[src/rtl/pipe_stage_skid.sv]
// Elastic pipeline stage: a main output register plus one skid entry, so upstream ready
// comes from a flop and never depends combinationally on downstream ready.
module pipe_stage_skid #(
  parameter int unsigned            DATA_WIDTH   = 32,
  parameter logic [DATA_WIDTH-1:0]  RESET_VALUE  = '0,
  parameter logic [DATA_WIDTH-1:0]  BUBBLE_VALUE = DATA_WIDTH'(32'h0000_0013)
) (
  input  logic                  i_clk,
  input  logic                  i_reset,
  input  logic                  i_flush,
  input  logic                  i_valid,
  output logic                  o_ready,
  input  logic [DATA_WIDTH-1:0] i_data,
  output logic                  o_valid,
  input  logic                  i_ready,
  output logic [DATA_WIDTH-1:0] o_data,
  output logic [1:0]            o_count
);

  logic                  main_valid_q, main_valid_d;
  logic [DATA_WIDTH-1:0] main_data_q,  main_data_d;
  logic                  skid_valid_q, skid_valid_d;
  logic [DATA_WIDTH-1:0] skid_data_q,  skid_data_d;
  logic                  ready_q,      ready_d;
  logic [1:0]            count_q,      count_d;

  logic accept;
  logic take;

  assign accept = i_valid & ready_q;
  assign take   = main_valid_q & i_ready;

  always_comb begin
    main_valid_d = main_valid_q;
    main_data_d  = main_data_q;
    skid_valid_d = skid_valid_q;
    skid_data_d  = skid_data_q;

    if (i_flush) begin
      // A beat accepted this cycle is dropped; a take this cycle already completed.
      main_valid_d = 1'b0;
      main_data_d  = BUBBLE_VALUE;
      skid_valid_d = 1'b0;
    end else if (!main_valid_q || take) begin
      if (skid_valid_q) begin
        main_valid_d = 1'b1;
        main_data_d  = skid_data_q;
        skid_valid_d = 1'b0;
      end else if (accept) begin
        main_valid_d = 1'b1;
        main_data_d  = i_data;
      end else begin
        main_valid_d = 1'b0;
      end
    end else if (accept) begin
      skid_valid_d = 1'b1;
      skid_data_d  = i_data;
    end

    ready_d = ~skid_valid_d;
    count_d = {1'b0, main_valid_d} + {1'b0, skid_valid_d};
  end

  always_ff @(posedge i_clk) begin
    if (i_reset) begin
      main_valid_q <= 1'b0;
      main_data_q  <= RESET_VALUE;
      skid_valid_q <= 1'b0;
      skid_data_q  <= RESET_VALUE;
      ready_q      <= 1'b1;
      count_q      <= 2'd0;
    end else begin
      main_valid_q <= main_valid_d;
      main_data_q  <= main_data_d;
      skid_valid_q <= skid_valid_d;
      skid_data_q  <= skid_data_d;
      ready_q      <= ready_d;
      count_q      <= count_d;
    end
  end

  assign o_valid = main_valid_q;
  assign o_data  = main_data_q;
  assign o_ready = ready_q;
  assign o_count = count_q;

endmodule

[config.mk]
export PLATFORM = sky130hd
export DESIGN_NAME = pipe_stage_skid
export DESIGN_NICKNAME = d
export VERILOG_FILES = /design/src/rtl/pipe_stage_skid.sv
export SDC_FILE = /design/constraint.sdc
export NUM_CORES = 1
export LEC_CHECK = 0
export ABC_AREA = 1
export BUFFER_PORTS_ARGS = -buffer_cell sky130_fd_sc_hd__buf_2
export CORE_MARGIN = 10
export CORE_UTILIZATION = 48
export DETAILED_ROUTE_END_ITERATION = 16
export HOLD_SLACK_MARGIN = 0.08
export PLACE_DENSITY = 0.75
export SYNTH_ARGS = -nofsm -noshare
export SYNTH_HDL_FRONTEND = slang
export SYNTH_SLANG_ARGS = --single-unit
[constraint.sdc]
create_clock -name i_clk -period 1.2 [get_ports i_clk]
set_input_delay 0.18 -clock i_clk [delete_from_list [all_inputs] [get_ports i_clk]]
set_output_delay 0.18 -clock i_clk [all_outputs]
set_load 0.02 [all_outputs]
==> run_results.csv, run 1 <==
group,metric,value,unit
outcome,status,"finished, violations left",
outcome,violations,"negative setup slack",
cts,numClockSinks,69,
final_layout,n_antenna_cell,0,
setup_path,crit_arrival,1.52,ns
hold_path,hp-class,"in2reg",
yosys,syn_area,0.003173,sq mm
setup_path,path_max_fanout,16,
setup_path,r2r_setup_slack,-0.02,ns
yosys,syn_nets,545,
yosys,async_reset_ff_share,0,%
final_layout,regArea,0.001388,sq mm
yosys,synth.most_common_cell,"nor2_1",
setup_path,end_kind,"flop",
yosys,synth_area_leaders,"dfxtp_1 44%, nor2_1 16%, nand2_1 16%",
timing,tns,-0.04019,ns
cts,postCtsSetupBuffers,0,
timing,hold_ws,0.07691,ns
yosys,synth_edf_count,0,
routing,firstDrtPassIters,4,
final_layout,num-fill-cells,562,
cts,clk_latency,0.36,ns
final_layout,stdcell_count,666,
timing,finalCritPeriodShare,102.0,%
global_route,grt_pass1_vias,3053,
yosys,syn_inst,507,
timing,rsz0062_at_grt,"yes",
floorplan,initial_utilization,49.69,%
yosys,yosysWarnings,0,
cts,cts_root_buffer,"clkbuf_8",
hold_path,holdPathStages,2,
pwr,leakage,2.094,nW
cts,cts_tree,"yes",
timing,fin_skew,0.008885,ns
hold_path,whs_endpoint,"o_count[1]",
cts,cts_buffers,9,
final_layout,drive_above_1_share,24.28,%
yosys,synth.top_cell.area_share,43.53,%
place,placed_cells,646,
floorplan,io_pins,73,
global_route,grt_max_degree,39,
yosys,ys_ff_latch,69,
routing,post_drt_wl_per_cell,13.10,um
final_layout,fin_nets,622,
global_route,grt_usage,15.89,%
setup_path,r2r_end,"skid_data_q[25]",
hold_path,min_from,"i_reset",
floorplan,rows,29,
place,port_buffers,72,
setup_path,rr_worst_depth,7,
timing,max_slew_margin,75.20,%
routing,viasPerCell,4.844,
global_route,antenna_found_initial,0,
cts,htreeDepth,3,
final_layout,fin_area,0.004212,sq mm
timing,setup_slack,-0.02360,ns
pwr,ir_drop,669.9,uV
timing,worstMarginPinSlew,0.3721,ns
yosys,synth_cell_types,18,
pwr,power_density,1349,mW/mm^2
yosys,yosysTopAreaCell,"dfxtp_1",
yosys,yosys_most_used_dff,"dfxtp_1",
job,drv_cap,0,
setup_path,criticalPathCategory,"reg2reg",
place,placedInstanceArea,0.003680,sq mm
cts,cts.clk_slew.worst_paths,0.08,ns
final_layout,area_growth,32.73,%
place,place_hpwl,5496,um
routing,drt_iter0_markers,159,
floorplan,die_w,101.3,um
global_route,grt-ovfl-total,0,
place,gp_congestion,0.7958,
yosys,yosys-top-cells-count,"136 x nor2_1, 134 x nand2_1, 69 x dfxtp_1",
timing,fmax,0.8173,GHz
floorplan,core_area,0.006386,sq mm
cts,clockBufferDepth,2,
routing,vias,3226,
setup_path,critPathLaunchType,"flop",
floorplan,die_area,0.01026,sq mm
floorplan,die_h,101.3,um
final_layout,multi_input_area,0.001531,sq mm
routing,post-route-drc-count,0,
timing,setup_viol,2,
setup_path,required,1.49,ns
timing,min_period,1.224,ns
routing,ant_nets,0,
setup_path,timing.rr.start,"o_ready",
timing,slew_viol_final,0,
routing,wirelength,8724,um
yosys,syn_area_per_cell,6.258,sq um
timing,finalHoldViolCount,0,
yosys,seq_area_frac_synth,43.53,%
pwr,power,5.682,mW
global_route,grt_pass1_wl,13330,um
report_power, final:
part | internal, mW | total [mW] | switching [mW]
logic | 0.276 | 0.711 | 0.436
clock network | 1.65 | 2.57 | 0.926
registers | 2.36 | 2.40 | 0.0373
total | 4.28 | 5.68 | 1.40
flip-flops by register name (all words and copies together), names as in the netlist:
register / cells
o_valid: 1
o_data: 32
o_count: 2
skid_data_q: 32
o_ready: 1
skid_valid_q: 1
worst max-delay path, cell delays in order, from the launching register on:
cell        delay [ns]
dfxtp_2           0.34
nand2_4           0.08
buf_6             0.12
clkinvlp_4        0.16
clkbuf_16         0.22
nand3_1           0.09
nand2_1           0.05
nor2_1            0.10
metal layers:
layer  wire length (um)  vias up  track usage, %  share of wire (%)
met4                223        0           9.003                2.6
met5                  0        -               0                  0
met1               3589     1461           16.75                 41
met2               4369       85           27.00                 50
met3                542       21           5.582                6.2
li1                   -     1659               -                  -
how the worst max path moves through the flow:
stage	slack (ns)	from	end
floorplan	-0.07	o_ready	o_count[0]
global placement	0.04	o_ready	o_count[0]
detailed placement	0.008	o_ready	o_count[0]
CTS	-0.002	o_ready	o_count[0]
global route	-0.07	o_ready	skid_data_q[6]
finish	-0.02	o_ready	skid_data_q[25]
metrics by stage:
step | util (%) | setup slack (ns)
after global routing | 65.95 | -0.06908
after global placement | 57.62 | 0.04377
after CTS | 61.87 | -0.002133
final | 65.95 | -0.02360
after floorplan | - | -0.07467
after detailed placement | 57.62 | 0.007850
cells in the final DEF (no fill, tap or decap), types with 5 or more instances in the layout:
cell type / n
clkbuf_8: 10
buf_4: 7
nand3_1: 17
buf_2: 72
dfxtp_1: 66
inv_1: 65
buf_12: 5
nand3_2: 17
nand2_1: 131
o21ai_0: 31
nor2_1: 133
timing repair:
action,in CTS,in global routing
gates cloned,0,4
resized for setup,0,36
pin swaps,0,13
hold endpoints to repair,3,0
setup endpoints to repair,1,60
cells by family (layout without fill, tap and decap cells):
logic type / count (synthesis) / in the layout / share of synthesized area, %
buffers and inverters: 96 / 178 / 12.62
AOI/OAI and AO/OA: 32 / 32 / 5.047
adders and majority gates: 1 / 1 / 0.3943
DFF: 69 / 69 / 43.53
and+or+nand+nor: 309 / 309 / 38.41
area by class of cell:
type	instances	share of cell area (%)
inverters	70	6.328
clock buffers	10	3.268
multi-input cells	342	36.36
clock inverters	6	3.179
well taps	77	2.288
repair buffers	92	15.63
flip-flops and latches	69	32.95
No activity file was read; power rests on OpenSTA's default activity.
==> inputs of run 2 (changes only) <==
--- a/config.mk
+++ b/config.mk
@@ -7,11 +7,13 @@
 export LEC_CHECK = 0
 export ABC_AREA = 1
 export BUFFER_PORTS_ARGS = -buffer_cell sky130_fd_sc_hd__buf_2
+export CELL_PAD_IN_SITES_DETAIL_PLACEMENT = 0
+export CELL_PAD_IN_SITES_GLOBAL_PLACEMENT = 1
 export CORE_MARGIN = 10
-export CORE_UTILIZATION = 48
+export CORE_UTILIZATION = 33
 export DETAILED_ROUTE_END_ITERATION = 16
 export HOLD_SLACK_MARGIN = 0.08
-export PLACE_DENSITY = 0.75
+export PLACE_DENSITY_LB_ADDON = 0.1
 export SYNTH_ARGS = -nofsm -noshare
 export SYNTH_HDL_FRONTEND = slang
 export SYNTH_SLANG_ARGS = --single-unit
==> run_results.csv, run 2 (synthesized netlist as in run 1, its figures left out) <==
group,metric,value,unit
pwr,power.switching,1.373,mW
timing,max_slew_margin,78.86,%
global_route,grt_pass1_vias,2987,
timing,slew_viol_final,0,
cts,clockBufferDepth,2,
place,gp_congestion,0.7819,
final_layout,final_util,46.73,%
routing,ant_nets,0,
job,drv_cap,0,
setup_path,critPathLaunchType,"flop",
final_layout,mostFrequentLayoutCells,"135 x nor2_1, 132 x nand2_1, 72 x buf_2, 66 x dfxtp_1, 65 x inv_1",
timing,min_period,1.210,ns
pwr,ir_drop,656.2,uV
pwr,power_density,1207,mW/mm^2
setup_path,path_max_fanout,4,
final_layout,multi_input_area,0.001511,sq mm
floorplan,die_w,118.1,um
final_layout,regArea,0.001390,sq mm
final_layout,num-fill-cells,1004,
global_route,grt_max_degree,46,
setup_path,timing.rr.start,"skid_valid_q",
timing,finalCritPeriodShare,100.8,%
routing,post-route-drc-count,0,
floorplan,die_h,118.1,um
timing,worstMarginPinSlew,0.3168,ns
setup_path,end_kind,"flop",
final_layout,fin_nets,629,
outcome,violations,"negative setup slack",
setup_path,crit_path_start,"skid_valid_q",
routing,wirelength,9688,um
final_layout,area_growth,36.71,%
setup_path,max_stage_delay,0.39,ns
global_route,antenna_found_initial,0,
final_layout,drive_above_1_share,24.03,%
cts,clk_latency,0.34,ns
routing,viasPerCell,4.349,
place,port_buffers,72,
timing,finalHoldViolCount,0,
routing,firstDrtPassIters,4,
timing,fin_skew,0.006014,ns
floorplan,rows,35,
pwr,power_switching_share,26.24,%
pwr,p_int,3.861,mW
timing,hold_ws,0.1151,ns
pwr,p_seq_share,45.7,%
routing,vias,3149,
setup_path,cp_slowest_cell,"dfxtp_4",
setup_path,crit_chain,"inv_4 -> nand2_4 -> a21oi_2 -> nor2_1 -> ha_1 -> inv_1 -> nor2_1",
cts,cts_root_buffer,"clkbuf_8",
floorplan,io_pins,73,
floorplan,core_area,0.009284,sq mm
pwr,pwr-share-clk,40.1,%
routing,drt_iter0_markers,142,
outcome,status,"finished, violations left",
hold_path,min_from,"i_flush",
global_route,grt_usage,12.62,%
cts,numClockSinks,69,
routing,post_drt_wl_per_cell,13.38,um
setup_path,required,1.44,ns
cts,cts_buffers,9,
floorplan,die_area,0.01394,sq mm
setup_path,criticalPathCategory,"reg2reg",
cts,htreeDepth,3,
pwr,p_comb_share,14.1,%
setup_path,critical-path-top-cell-by-count,"nor2_1",
setup_path,crit_arrival,1.45,ns
global_route,grt-ovfl-total,0,
global_route,grt_pass1_wl,14620,um
floorplan,initial_utilization,34.18,%
cts,cts.clk_slew.worst_paths,0.08,ns
final_layout,n_antenna_cell,0,
hold_path,hp-class,"in2reg",
final_layout,final_common_cell,"nor2_1",
timing,fmax,0.8266,GHz
timing,setup_slack,-0.009791,ns
pwr,leakage,2.124,nW
timing,rsz0062_at_grt,"yes",
setup_path,cpLargestDelayFamily,"flip-flops",
timing,setup_viol,1,
setup_path,worst-path-buf-inv,2,
place,place_hpwl,5987,um
cts,cts_tree,"yes",
place,place_ws,0.003278,ns
run 2: area by class of cell:
class	instances	area share, %
clock buffers	10	3.173
well taps	129	3.721
clock inverters	5	1.731
flip-flops and latches	69	32.04
multi-input cells	342	34.84
inverters	70	6.201
repair buffers	99	18.29
run 2: through the flow:
step | area (sq um) | setup TNS, ns | power [mW] | cells
3_5_place_dp | 3790 | 0 | 3.110 | 699
2_1_floorplan | 3178 | -0.07467 | 2.839 | 507
3_3_place_gp | 3790 | 0 | 3.105 | 699
4_1_cts | 4026 | 0 | 5.226 | 716
5_1_grt | 4338 | -1.519 | 5.509 | 724
6_report | 4338 | -0.009791 | 5.234 | 724
run 2: per-layer routing:
layer	up-vias	global-route usage, %	share of wire [%]
li1	1675	-	-
met3	13	3.405	4.9
met5	-	0	0
met2	74	20.87	47
met4	0	4.405	1.6
met1	1387	15.34	46
run 2: power groups by stage:
stage	sequential (mW)	clock [mW]	combinational, mW
5_1_grt	2.40	2.28	0.828
6_report	2.39	2.10	0.738
3_3_place_gp	2.45	0	0.655
3_5_place_dp	2.45	0	0.660
2_1_floorplan	2.52	0	0.320
4_1_cts	2.40	2.16	0.669
run 2: path summary, 6_finish.rpt:
path                endpoint  slack [ns]  cells after the start
min                  o_valid        0.12                      2
min reg2reg  skid_data_q[11]        0.48                      2
max               o_count[0]       -0.01                      7
max reg2reg       o_count[0]       -0.01                      7
run 2: timing repair:
| action | 4_1_cts | 5_1_grt |
|---|---|---|
| gates resized for setup | 1 | 33 |
| hold buffers | 2 | 0 |
| gates cloned | 0 | 6 |
| pin swaps | 0 | 27 |
| endpoints found under the setup margin | 1 | 59 |
| endpoints found under the hold margin | 3 | 0 |
| setup buffers | 0 | 2 |
